<file path="config.mk">
export PLATFORM = sky130hd
export DESIGN_NAME = cluster_task_scheduler
export DESIGN_NICKNAME = d
export VERILOG_FILES = /design/src/rtl/cluster_task_scheduler.sv
export SDC_FILE = /design/constraint.sdc
export NUM_CORES = 1
export LEC_CHECK = 0
export BUFFER_PORTS_ARGS = -buffer_cell sky130_fd_sc_hd__buf_2
export CORE_MARGIN = 10
export CORE_UTILIZATION = 27
export DETAILED_ROUTE_END_ITERATION = 10
export SLEW_MARGIN = 20
export SYNTH_ARGS = -nofsm -noshare
export SYNTH_HDL_FRONTEND = slang
export SYNTH_SLANG_ARGS = --single-unit
</file>
<file path="constraint.sdc">
create_clock -name clk_i -period 10.3 [get_ports clk_i]
set_input_delay 1.03 -clock clk_i [delete_from_list [all_inputs] [get_ports clk_i]]
set_output_delay 1.03 -clock clk_i [all_outputs]
set_load 0.02 [all_outputs]
</file>
<file path="src/rtl/cluster_task_scheduler.sv">
// Dispatches MPQ handler tasks to the least-occupied cluster with a free HER slot.
// Define PSPIN_SCHED_RR_TIE_EN to break equal-occupancy ties with a round-robin pointer.
module cluster_task_scheduler #(
    parameter  int NUM_CLUSTERS = 4,
    parameter  int CLUSTER_CAP  = 20,
    parameter  int TASK_W       = 32,
    localparam int OCC_W        = $clog2(CLUSTER_CAP + 1)
) (
    input  logic                          clk_i,
    input  logic                          rst_ni,
    input  logic                          task_valid_i,
    output logic                          task_ready_o,
    input  logic [TASK_W-1:0]             task_i,
    output logic [NUM_CLUSTERS-1:0]       cluster_valid_o,
    input  logic [NUM_CLUSTERS-1:0]       cluster_ready_i,
    output logic [TASK_W-1:0]             cluster_task_o,
    input  logic [NUM_CLUSTERS-1:0]       feedback_i,
    output logic [NUM_CLUSTERS*OCC_W-1:0] occup_o,
    output logic                          err_o
);
    localparam int TGT_W = (NUM_CLUSTERS > 1) ? $clog2(NUM_CLUSTERS) : 1;

    typedef enum logic [1:0] {
        IDLE  = 2'd0,
        PICK  = 2'd1,
        OFFER = 2'd2
    } state_e;

    state_e                  r_state, w_state_nxt;
    logic [TASK_W-1:0]       r_task;
    logic [TGT_W-1:0]        r_tgt;
    logic [OCC_W-1:0]        r_occ     [NUM_CLUSTERS];
    logic [OCC_W-1:0]        w_occ_fb  [NUM_CLUSTERS];
    logic [OCC_W-1:0]        w_occ_nxt [NUM_CLUSTERS];
    logic [NUM_CLUSTERS-1:0] w_reserve;
    logic [NUM_CLUSTERS-1:0] w_underflow;
    logic                    r_err;
    logic                    w_found;
    logic [TGT_W-1:0]        w_sel;
    logic [OCC_W-1:0]        w_best;
    logic [TGT_W-1:0]        w_idx;
    logic                    w_pick;
    logic                    w_handshake;
`ifdef PSPIN_SCHED_RR_TIE_EN
    logic [TGT_W-1:0]        r_rr_ptr;
    logic [TGT_W:0]          w_sum;
`endif

    // Candidacy looks at occupancy after this cycle's feedback, so a full stall clears on the feedback cycle.
    always_comb begin
        for (int i = 0; i < NUM_CLUSTERS; i++) begin
            w_occ_fb[i] = r_occ[i] - OCC_W'(feedback_i[i] && (r_occ[i] != '0));
        end
    end

    // NOTE: every combinational output gets a default first so no path can leave it unassigned and infer a latch.
    always_comb begin
        w_found = 1'b0;
        w_sel   = '0;
        w_best  = '0;
        w_idx   = '0;
`ifdef PSPIN_SCHED_RR_TIE_EN
        w_sum   = '0;
`endif
        for (int k = 0; k < NUM_CLUSTERS; k++) begin
`ifdef PSPIN_SCHED_RR_TIE_EN
            w_sum = {1'b0, r_rr_ptr} + (TGT_W+1)'(k);
            w_idx = (w_sum >= (TGT_W+1)'(NUM_CLUSTERS)) ? TGT_W'(w_sum - (TGT_W+1)'(NUM_CLUSTERS))
                                                        : TGT_W'(w_sum);
`else
            w_idx = TGT_W'(k);
`endif
            // Strict less-than keeps the first candidate in scan order on ties.
            if ((w_occ_fb[w_idx] < OCC_W'(CLUSTER_CAP)) && (!w_found || (w_occ_fb[w_idx] < w_best))) begin
                w_found = 1'b1;
                w_sel   = w_idx;
                w_best  = w_occ_fb[w_idx];
            end
        end
    end

    assign w_pick      = (r_state == PICK) && w_found;
    assign w_handshake = (r_state == OFFER) && cluster_ready_i[r_tgt];

    always_comb begin
        for (int i = 0; i < NUM_CLUSTERS; i++) begin
            w_reserve[i]   = w_pick && (w_sel == TGT_W'(i));
            w_underflow[i] = feedback_i[i] && (r_occ[i] == '0) && !w_reserve[i];
            w_occ_nxt[i]   = r_occ[i] + OCC_W'(w_reserve[i]);
            w_occ_nxt[i]   = w_occ_nxt[i] - OCC_W'(feedback_i[i] && (w_occ_nxt[i] != '0));
        end
    end

    always_comb begin
        w_state_nxt     = r_state;
        task_ready_o    = 1'b0;
        cluster_valid_o = '0;
        case (r_state)
            IDLE: begin
                task_ready_o = 1'b1;
                if (task_valid_i) w_state_nxt = PICK;
            end
            PICK: begin
                if (w_found) w_state_nxt = OFFER;
            end
            OFFER: begin
                cluster_valid_o[r_tgt] = 1'b1;
                if (cluster_ready_i[r_tgt]) w_state_nxt = IDLE;
            end
            default: w_state_nxt = IDLE;
        endcase
    end

    // NOTE: sequential state uses non-blocking assignments so every register samples pre-edge values.
    always_ff @(posedge clk_i or negedge rst_ni) begin
        if (!rst_ni) begin
            r_state <= IDLE;
            r_task  <= '0;
            r_tgt   <= '0;
            r_err   <= 1'b0;
        end else begin
            r_state <= w_state_nxt;
            if (r_state == IDLE && task_valid_i) r_task <= task_i;
            if (w_pick) r_tgt <= w_sel;
            if (|w_underflow) r_err <= 1'b1;
        end
    end

    // NOTE: the counter array is small and architecturally visible, so it is reset, unlike a RAM.
    always_ff @(posedge clk_i or negedge rst_ni) begin
        if (!rst_ni) begin
            for (int i = 0; i < NUM_CLUSTERS; i++) r_occ[i] <= '0;
        end else begin
            for (int i = 0; i < NUM_CLUSTERS; i++) r_occ[i] <= w_occ_nxt[i];
        end
    end

`ifdef PSPIN_SCHED_RR_TIE_EN
    always_ff @(posedge clk_i or negedge rst_ni) begin
        if (!rst_ni) begin
            r_rr_ptr <= '0;
        end else if (w_handshake) begin
            r_rr_ptr <= (r_tgt == TGT_W'(NUM_CLUSTERS - 1)) ? '0 : r_tgt + 1'b1;
        end
    end
`endif

    always_comb begin
        occup_o = '0;
        for (int i = 0; i < NUM_CLUSTERS; i++) occup_o[i*OCC_W +: OCC_W] = r_occ[i];
    end

    assign cluster_task_o = r_task;
    assign err_o          = r_err;

endmodule

</file>
==> flow_summary.yaml <==
outcome:
  status: "finished clean"
timing:
  fin_skew_ps: 4.54
  finalCriticalPeriod_ps: 8680
  drv_slew: 0
  final.period_utilization_pct: 84.3
  setup_ws_ps: 1620
  setup-tns-final_ps: 0
  maxSlewHeadroom_pct: 50.0
  setup_violations: 0
  fmax_mhz: 115
  rsz0062_at_grt: "no"
  worstMarginPinSlew_ps: 750
  hold_violations: 0
place:
  port-buffer-count: 100
  dp_slack_ps: 1510
  place_congestion: 0.894
  detailed_place_hpwl_um: 7900
  placed_area_mm2: 0.00458
  placed_cells: 667
clock_network:
  cts_max_path_buffers: 2
  clockRootBuffer: "clkbuf_16"
  cts.reportedPaths.clkPinSlew_ps: 50
  hold_buffers: 0
  cts_tree: "yes"
  h-tree-depth: 3
  cts_setup_buffers: 0
  cts.sinks: 57
  postCtsResizedCells: 0
  cts_buffers: 9
  clock_latency_ps: 330
setup_path:
  cp_data_required_time_ps: 10510
  worstPathMaxFanout: 14
  crit_arrival_ps: 8900
  crit_path_end_kind: "flip-flop"
  slowest_stage: "dfrtp_1"
  path_class: "flip-flop to flip-flop"
  start_kind: "flip-flop"
  critPathMaxStageDelay_ps: 520
  cp_common_cell: "ha_1"
yosys:
  yosys.cell_types.count: 62
  synth_top_flop_cell: "dfrtp_1"
  yosysWarnings: 0
  yosys-top-cells-count: "57 x dfrtp_1, 39 x inv_1, 36 x ha_1"
  yosys-top-cells-area: "dfrtp_1 36%, ha_1 11%, mux2_2 9.5%, inv_1 3.7%, xnor2_1 3.6%"
  synth_seq_area_share_pct: 36.3
  synth_top_area_share_pct: 36.3
  synth.most_common_cell: "dfrtp_1"
  synth_edf_count: 0
  synth-async-reset-ratio_pct: 100
  syn_area_mm2: 0.00393
  ys_ff_latch: 57
  synth.avg_cell_area_um2: 9.85
  synth_nets: 478
  yosys.area.top_type: "dfrtp_1"
  syn_inst: 399
finish:
  area_delta_synth_final_pct: 24.2
  fin_nets: 573
  final_layout_size_suffix_gt1_share_pct: 33.9
  layoutNonFillerInstCount: 683
  antennaDiodeCount: 0
  fin_area_mm2: 0.00488
routing:
  wl_per_cell_um: 14.5
  drc: 0
  avgViaCountPerCell: 4.70
  dr.pass1.iters: 4
  dr.first_iter.drc_count: 170
  vias: 3209
  final_antenna_net_count: 0
  wl_um: 9920
grt:
  antenna_found_initial: 0
  grt_max_degree: 58
  grt_pass1_wl_um: 16200
  grt.total_usage_pct: 9.91
  overflow: 0
  grt_pass1_vias: 3269
run:
  drv_cap: 0
floorplanning:
  die-area_mm2: 0.0198
  die_y_um: 141
  initial_utilization_pct: 27.3
  rows: 44
  die_w_um: 141
  coreArea_mm2: 0.0144
  ios: 101
hold_path:
  hold_path_class: "flip-flop to flip-flop"
registers in the layout (all words and copies together), names as in the netlist:
signal          cells
r_state             2
err_o               1
cluster_task_o     32
occup_o            20
r_tgt               2
final cells by class:
class                           count  area [µm²]
Fill cell                        1465        9540
Multi-Input combinational cell    285        2260
Sequential cell                    57        1430
Timing Repair Buffer              102         515
Clock buffer                       10         239
Tap cell                          184         230
Inverter                           39         146
Clock inverter                      6        66.3
per-layer routing:
metal	routed length, µm	vias to the layer above	GRT usage, %
met3	842	12	4.17
met1	4450	1485	11.7
met5	0	-	0
li1	-	1611	-
met2	4490	101	15.6
met4	136	0	3.75
logic make-up after synthesis:
| logic type | share of synthesized area, % |
|---|---|
| buffers and inverters | 6.27 |
| flip-flops | 36.3 |
| adder cells (fa/ha/maj) | 11.5 |
| XOR/XNOR | 6.68 |
| AO/OA/AOI/OAI | 13.9 |
| multiplexers | 10.0 |
| AND/OR/NAND/NOR | 15.3 |
critical path, delay by kind of cell (launching register included):
| kind | cells | cell delay [ps] |
|---|---|---|
| AOI/OAI and AO/OA | 19 | 3610 |
| adders and majority gates | 9 | 2270 |
| and+or+nand+nor | 13 | 2000 |
| xor gates and xnor gates | 1 | 140 |
| DFF | 1 | 520 |
per-stage QoR:
step	util, %	hold slack [ps]
after CTS	33.8	503
final	33.8	497
after detailed placement	31.7	490
after global placement	31.7	481
after floorplan	-	448
after global routing	33.8	508
layout by cell type (no fill, tap or decap), types with 9 or more instances in the layout:
master / synthesis / layout
nor3_1: 10 / 10
buf_2: 2 / 100
xor2_1: 14 / 14
clkbuf_16: 0 / 9
dfrtp_1: 57 / 57
o21ai_0: 15 / 15
nand3_1: 18 / 18
nor3b_1: 10 / 10
mux2_2: 33 / 33
nand2_1: 18 / 18
inv_1: 39 / 39
a31oi_1: 10 / 10
xnor2_1: 16 / 16
a21oi_1: 20 / 20
ha_1: 36 / 36
nor2_1: 17 / 17
worst paths after layout:
path | start | to | slack [ps] | cells after the start
setup / recovery | occup_o[2] | occup_o[9] | 1620 | 42
hold / removal | cluster_task_o[30] | cluster_task_o[30] | 500 | 1
setup reg to reg | occup_o[2] | occup_o[9] | 1620 | 42
hold reg to reg | cluster_task_o[30] | cluster_task_o[30] | 500 | 1
max in group asynchronous | rst_ni | occup_o[18] | 8960 | 2
min in group asynchronous | rst_ni | cluster_task_o[2] | 850 | 2
Power is not shown: default switching activity piles up to over one toggle a cycle in this logic, so the estimate is an artifact.
